### src/rtl/rr_arb_4to1.sv
// -----------------------------------------------------------------------------
// rr_arb_4to1
//
// Round-robin arbiter plus output register for four WIDTH-bit request
// channels. It drives the 2-bit select of the downstream 4:1 mux and registers
// the granted word onto one valid/ready output channel.
//
// Ports
//   clk        in   1      clock, all state updates on the rising edge
//   rst        in   1      asynchronous reset, active-high
//   in_valid   in   4      bit i: channel i presents a word
//   in_data_a  in   WIDTH  channel 0 data
//   in_data_b  in   WIDTH  channel 1 data
//   in_data_c  in   WIDTH  channel 2 data
//   in_data_d  in   WIDTH  channel 3 data
//   in_ready   out  4      bit i: channel i's word is accepted this cycle
//   sel        out  2      index of the channel held in the output register
//   out_valid  out  1      output register holds a word
//   out_data   out  WIDTH  registered word
//   out_ready  in   1      consumer accepts out_data this cycle
//
// Handshake: a word moves across an interface on a rising edge where both
// valid and ready are high on that interface. Valid never waits on ready
// here. in_ready is combinational from in_valid, out_valid and out_ready.
// While out_valid && !out_ready, out_data and sel stay stable.
// -----------------------------------------------------------------------------
module rr_arb_4to1 #(
  parameter int WIDTH = 32
) (
  input  logic             clk,
  input  logic             rst,
  input  logic [3:0]       in_valid,
  input  logic [WIDTH-1:0] in_data_a,
  input  logic [WIDTH-1:0] in_data_b,
  input  logic [WIDTH-1:0] in_data_c,
  input  logic [WIDTH-1:0] in_data_d,
  output logic [3:0]       in_ready,
  output logic [1:0]       sel,
  output logic             out_valid,
  output logic [WIDTH-1:0] out_data,
  input  logic             out_ready
);

  // Index of the most recent grant. The search starts one past it.
  logic [1:0]       last;
  logic             ld;
  logic             has_win;
  logic [1:0]       win;
  logic [1:0]       idx;
  logic [WIDTH-1:0] win_data;

  // The output register can take a new word when empty or being drained.
  assign ld = !out_valid || out_ready;

  // Rotating priority search: last+1, last+2, last+3, then last itself.
  // The 2-bit add wraps 3->0, so k=4 lands back on last.
  always_comb begin
    has_win = 1'b0;
    win     = last;
    idx     = last;
    for (int k = 1; k <= 4; k++) begin
      idx = last + 2'(k);
      if (!has_win && in_valid[idx]) begin
        has_win = 1'b1;
        win     = idx;
      end
    end
  end

  // The mux is steered only by the winner index, which depends solely on
  // in_valid. An invalid channel's data therefore cannot reach any output.
  always_comb begin
    win_data = in_data_a;
    case (win)
      2'd0:    win_data = in_data_a;
      2'd1:    win_data = in_data_b;
      2'd2:    win_data = in_data_c;
      default: win_data = in_data_d;
    endcase
  end

  assign in_ready = (ld && has_win) ? (4'b0001 << win) : 4'b0000;

  always_ff @(posedge clk or posedge rst) begin
    if (rst) begin
      out_valid <= 1'b0;
      out_data  <= '0;
      sel       <= 2'd0;
      last      <= 2'd3;
    end else if (ld) begin
      if (has_win) begin
        out_valid <= 1'b1;
        out_data  <= win_data;
        sel       <= win;
        last      <= win;
      end else begin
        // Drained with nothing to replace it. Data, sel and pointer hold.
        out_valid <= 1'b0;
      end
    end
  end

endmodule

### config.mk
export PLATFORM = sky130hd
export DESIGN_NAME = rr_arb_4to1
export DESIGN_NICKNAME = d
export VERILOG_FILES = /design/src/rtl/rr_arb_4to1.sv
export SDC_FILE = /design/constraint.sdc
export NUM_CORES = 1
export LEC_CHECK = 0
export CORE_MARGIN = 4
export CORE_UTILIZATION = 36
export DETAILED_ROUTE_END_ITERATION = 7
export PLACE_DENSITY = 0.85
export SETUP_SLACK_MARGIN = 0.15
export SYNTH_ARGS = -nofsm -noshare
export SYNTH_HDL_FRONTEND = slang
export SYNTH_SLANG_ARGS = --single-unit
export TNS_END_PERCENT = 20
### constraint.sdc
create_clock -name clk -period 2.5 [get_ports clk]
set_clock_uncertainty 0.15 [all_clocks]
set_input_delay 0.625 -clock clk [delete_from_list [all_inputs] [get_ports clk]]
set_output_delay 0.625 -clock clk [all_outputs]
set_load 0.02 [all_outputs]
After elaboration in Yosys (flattened, before gate mapping)
Cells that the tools add are included.
- flip-flop bits (word level): 37
- input bits: 135
- output and inout bits: 39
- logic and storage cells: 44
- $add $sub $neg: 3
- magnitude comparators: 4
- equality and inequality tests: 2
- shift operators: 1
- multiplexer cells: 19
- reductions and logical operators: 11
- operators by type and width (operator ; count):
    $pmux W32 S3 ; 1
    $lt A2 B3 Y1 const B ; 4
    $mux W1 ; 9
    $bmux W1 S2 ; 4
    $mux W2 ; 4
    $add A2 B2 Y2 const B ; 2
    $logic_and A1 B1 Y1 ; 4
    $logic_not A1 Y1 ; 4
    $mux W4 ; 1
    $shl A1 B2 Y4 const A ; 1
    $add A2 B1 Y2 const B ; 1
    $eq A2 B1 Y1 const B ; 1
    $eq A2 B2 Y1 const B ; 1
    $logic_not A2 Y1 ; 1
    $reduce_and A2 Y1 ; 1
    $logic_or A1 B1 Y1 ; 1

Logic depth before layout (Yosys ltp)
- word-level depth: 15
- mapped depth: 8
- mapped depth without buffers: 4

Worst setup path before layout
OpenSTA, ideal clock, no wires.
- path kind: input to output
- start point: input out_ready
- end point: output in_ready[1]
- arrival time: 1732 ps
- data required time: 1725 ps
- path slack: -7 ps
- stages on the path: 7
- path buffers: 3
- cells stage by stage: inv_1 -> a21o_1 -> buf_2 -> a31o_2 -> buf_6 -> buf_6 -> nor2_1
- longest elaborated chain between the ends: 3
- ends and longest elaborated chain (what ; RTL line ; text):
    from (decl) ; 41 ; input logic out_ready
    $logic_or A1 B1 Y1 ; 53 ; assign ld = !out_valid || out_ready;
    $logic_and A1 B1 Y1 ; 82 ; assign in_ready = (ld && has_win) ? (4'b0001 << win) : 4'b0000;
    $mux W4 ; 82 ;
    to (decl) ; 37 ; output logic [3:0] in_ready,
Every way passes these cells.

Worst setup path in the final report
- start point: register last[1]
- end point: output in_ready[3]
- longest elaborated chain between the ends: 15
- elaborated cells between the ends (all ways): 28
- classes of those cells: add/sub: 3; shift: 1; mux: 17; reduce/logical: 7
- ends and longest elaborated chain (what ; RTL line ; text):
    from (decl) ; 45 ; logic [1:0] last;
    from (signal assigned) ; 95 ; last <= win;
    $add A2 B1 Y2 ; 62 ; idx = last + 2'(k);
    $bmux W1 S2 ; 63 ; if (!has_win && in_valid[idx]) begin
    $mux W1 (implied by the code) ; 63 ;
    $mux W1 ; 63 ;
    $logic_not A1 Y1 ; 63 ;
    $logic_and A1 B1 Y1 ; 63 ;
    $mux W1 ; 63 ;
    $logic_not A1 Y1 ; 63 ;
    $logic_and A1 B1 Y1 ; 63 ;
    $mux W1 ; 63 ;
    $logic_not A1 Y1 ; 63 ;
    $logic_and A1 B1 Y1 ; 63 ;
    $mux W2 / $mux W1 (equally long branches) ; 63 ;
    $shl A1 B2 Y4 / $logic_and A1 B1 Y1 (equally long branches) ; 82 ;
    $mux W4 (*) ; 82 ;
Mark *: on every way between the ends. The rest lies on a longest branch, timed or not. The select of a mux whose other input is x is not followed.

==> results.sh <==
export IMPL_grt_pass1_vias=2684
export IMPL_cts_sinks=37
export IMPL_period_needed_ns=2.464
export IMPL_syn_area_mm2=0.002505
export IMPL_placed_cells=482
export IMPL_min_path_cells=2
export IMPL_start_kind="register"
export IMPL_viasPerCell=4.982
export IMPL_required_ns=1.73
export IMPL_num_nets_final=530
export IMPL_finalSetupTns_ns=0
export IMPL_ant_nets=0
export IMPL_drt_initial_drc_count=47
export IMPL_wl_met2_um=4055
export IMPL_yosysTopAreaCell="dfrtp_1"
export IMPL_vias=2451
export IMPL_final_common_cell="clkdlybuf4s50_1"
export IMPL_drive_gt1_frac=0.1894
export IMPL_crit_path_top_delay_cell="dfstp_2"
export IMPL_hp_class="register to register"
export IMPL_synthCells=217
export IMPL_area_growth_syn_to_layout_pct=79.37
export IMPL_crit_chain="mux2i_1 > or2_1 > a31o_4 > nor2b_1 > buf_4"
export IMPL_die_h_um=91.42
export IMPL_yosys_most_used_dff="dfrtp_1"
export IMPL_yosysTopAreaCellShare=0.3497
export IMPL_fin_ws_ns=0.03638
export IMPL_grt_ovfl_total=0
export IMPL_finalMaxSlewViolations=0
export IMPL_coreArea_mm2=0.006794
export IMPL_initial_utilization=0.3687
export IMPL_status="finished, final reports clean"
export IMPL_peakVddDrop_v=0.0003968
export IMPL_tritoncts="built"
export IMPL_first_pass_iters=4
export IMPL_fin_crit_sh=0.9854
export IMPL_wire_per_inst_um=16.14
export IMPL_power_density_mw_per_mm2=720.9
export IMPL_wl_met3_um=574
export IMPL_holdWs_ns=0.3352
export IMPL_relSlewSlack=0.6507
export IMPL_synth_enable_flop_cells=0
export IMPL_r2r_cells=6
export IMPL_io_buffers=173
export IMPL_leakage_nw=1.919
export IMPL_synth_area_per_cell_um2=11.54
export IMPL_ys_seq_elements=37
export IMPL_cts_max_level=2
export IMPL_fp_dieW_um=91.42
export IMPL_grtUsageTotal=0.1870
export IMPL_boundaryPins=174
export IMPL_grt_max_degree=38
export IMPL_setup_violations=0
export IMPL_timing_fmax_ghz=0.4059
export IMPL_cts_clk_slew_worst_paths_ns=0.07
export IMPL_dp_hpwl_um=6297
export IMPL_path_max_fanout=4
export IMPL_gp_congestion=0.8590
export IMPL_dieArea_mm2=0.008357
export IMPL_grt_pass1_wl_um=12850
export IMPL_yosysSeqAreaShare=0.3706
export IMPL_cp_arrival_ns=1.69
export IMPL_dr_max_layer_used="met4"
export IMPL_end_kind="output pin"
export IMPL_dp_slack_ns=-0.8007
export IMPL_hold_violations=0
export IMPL_clock_path_buffers=2
export IMPL_maxCapViolCount=0
export IMPL_dpl_cell_area_mm2=0.004343
export IMPL_mostFrequentLayoutCells="164 x clkdlybuf4s50_1, 65 x mux2i_1, 41 x nand2_1"
export IMPL_fp_row_count=30
export IMPL_antenna_found_initial=0
export IMPL_rsz0062_at_grt="true"
export IMPL_synth_cell_type_count=26
export IMPL_ctsHoldBuffers=0
export IMPL_worst_pin_slew_ns=0.5239
export IMPL_fin_area_mm2=0.004493
export IMPL_wirelength_um=7943
export IMPL_async_flop_share=1.000
export IMPL_ys_top_cells_by_area="dfrtp_1 35%, mux2i_1 26%, o221ai_2 17%"
export IMPL_finalNonFillerCells=492
export IMPL_max_stage_delay_ns=0.56
export IMPL_cts_made_buffers=5
export IMPL_ys_warn_count=0
export IMPL_antennaDiodeCount=0
export IMPL_wl_met1_um=3123
export IMPL_clock_latency_ns=0.28
export IMPL_route_detailed_drc=0
export IMPL_critPathKind="register to output pin"
export IMPL_cts_root_buffer="clkbuf_8"
export IMPL_syn_nets=352
## cells in the mapped netlist, drive strengths merged (2+ instances only)
| library cell | instances |
|---|---|
| nor2b | 2 |
| nor2 | 3 |
| mux2i | 65 |
| inv | 2 |
| clkbuf | 3 |
| buf | 17 |
| a21o | 3 |
| dfstp | 2 |
| dfrtp | 35 |
| nand2b | 2 |
| o21a | 2 |
| nand2 | 41 |
| o221ai | 32 |
## kinds of logic after synthesis
| group | count (synthesis) | share of synthesized area |
|---|---|---|
| buffers and inverters | 22 | 0.06893 |
| multiplexers | 65 | 0.2597 |
| AO/OA/AOI/OAI | 40 | 0.2073 |
| flip-flops | 37 | 0.3706 |
| AND/OR/NAND/NOR | 53 | 0.09340 |
## sequential cells by signal, indices dropped and copies added, names as in the netlist
| register | cells |
|---|---|
| out_data | 32 |
| last | 2 |
| sel | 2 |
| out_valid | 1 |
## path summary, 6_finish.rpt
| path | start | endpoint | slack (ns) |
|---|---|---|---|
| worst max-delay path | last[1]$_DFFE_PP1N_ | in_ready[3] | 0.04 |
| worst min-delay path | out_data[21]$_DFFE_PP0N_ | out_data[21]$_DFFE_PP0N_ | 0.34 |
| worst max register to register | last[1]$_DFFE_PP1N_ | out_data[18]$_DFFE_PP0N_ | 0.19 |
| worst min register to register | out_data[21]$_DFFE_PP0N_ | out_data[21]$_DFFE_PP0N_ | 0.34 |
| max in group asynchronous | rst | last[0]$_DFFE_PP1N_ | 1.25 |
| min in group asynchronous | rst | out_data[20]$_DFFE_PP0N_ | 0.60 |
## cell type report
| class | count | area (um^2) |
|---|---|---|
| Clock inverter | 1 | 5.005 |
| Timing Repair Buffer | 191 | 1862 |
| Sequential cell | 37 | 928.4 |
| Multi-Input combinational cell | 158 | 1474 |
| Tap cell | 96 | 120.1 |
| Inverter | 2 | 7.507 |
| Fill cell | 581 | 2301 |
| Clock buffer | 7 | 96.34 |
## where the power goes
group	leakage (nW)	switching, mW	internal, mW
Clock	0.0542	0.201	0.249
Sequential	0.446	0.111	0.800
Combinational	1.42	0.904	0.974
## worst max-delay path: cells and delay by family, from the launching register on
family                 cells  cell delay [ns]
DFF                        1             0.56
and+or+nand+nor            2             0.36
AOI/OAI and AO/OA          1             0.26
buffers and inverters      1             0.15
muxes                      1             0.07
## layer usage
| layer | GRT usage | vias to the layer above |
|---|---|---|
| met5 | 0 | - |
| met4 | 0.05779 | 0 |
| met3 | 0.05551 | 17 |
| met2 | 0.3274 | 108 |
| met1 | 0.2180 | 1153 |
| li1 | - | 1173 |
## what timing repair did
action                                  CTS  global route
endpoints found under the hold margin     0             0
endpoints found under the setup margin   37            22
setup buffers                             2             0
pin swaps                                 6             4
gates resized for setup                  43             4
## stage by stage
| stage | total power [mW] | util |
|---|---|---|
| floorplan | 2.023 | - |
| global placement | 2.741 | 0.6392 |
| detailed placement | 2.779 | 0.6392 |
| global route | 3.433 | 0.6613 |
| CTS | 3.268 | 0.6589 |
| finish | 3.239 | 0.6613 |
(Power assumes the default switching activity.)
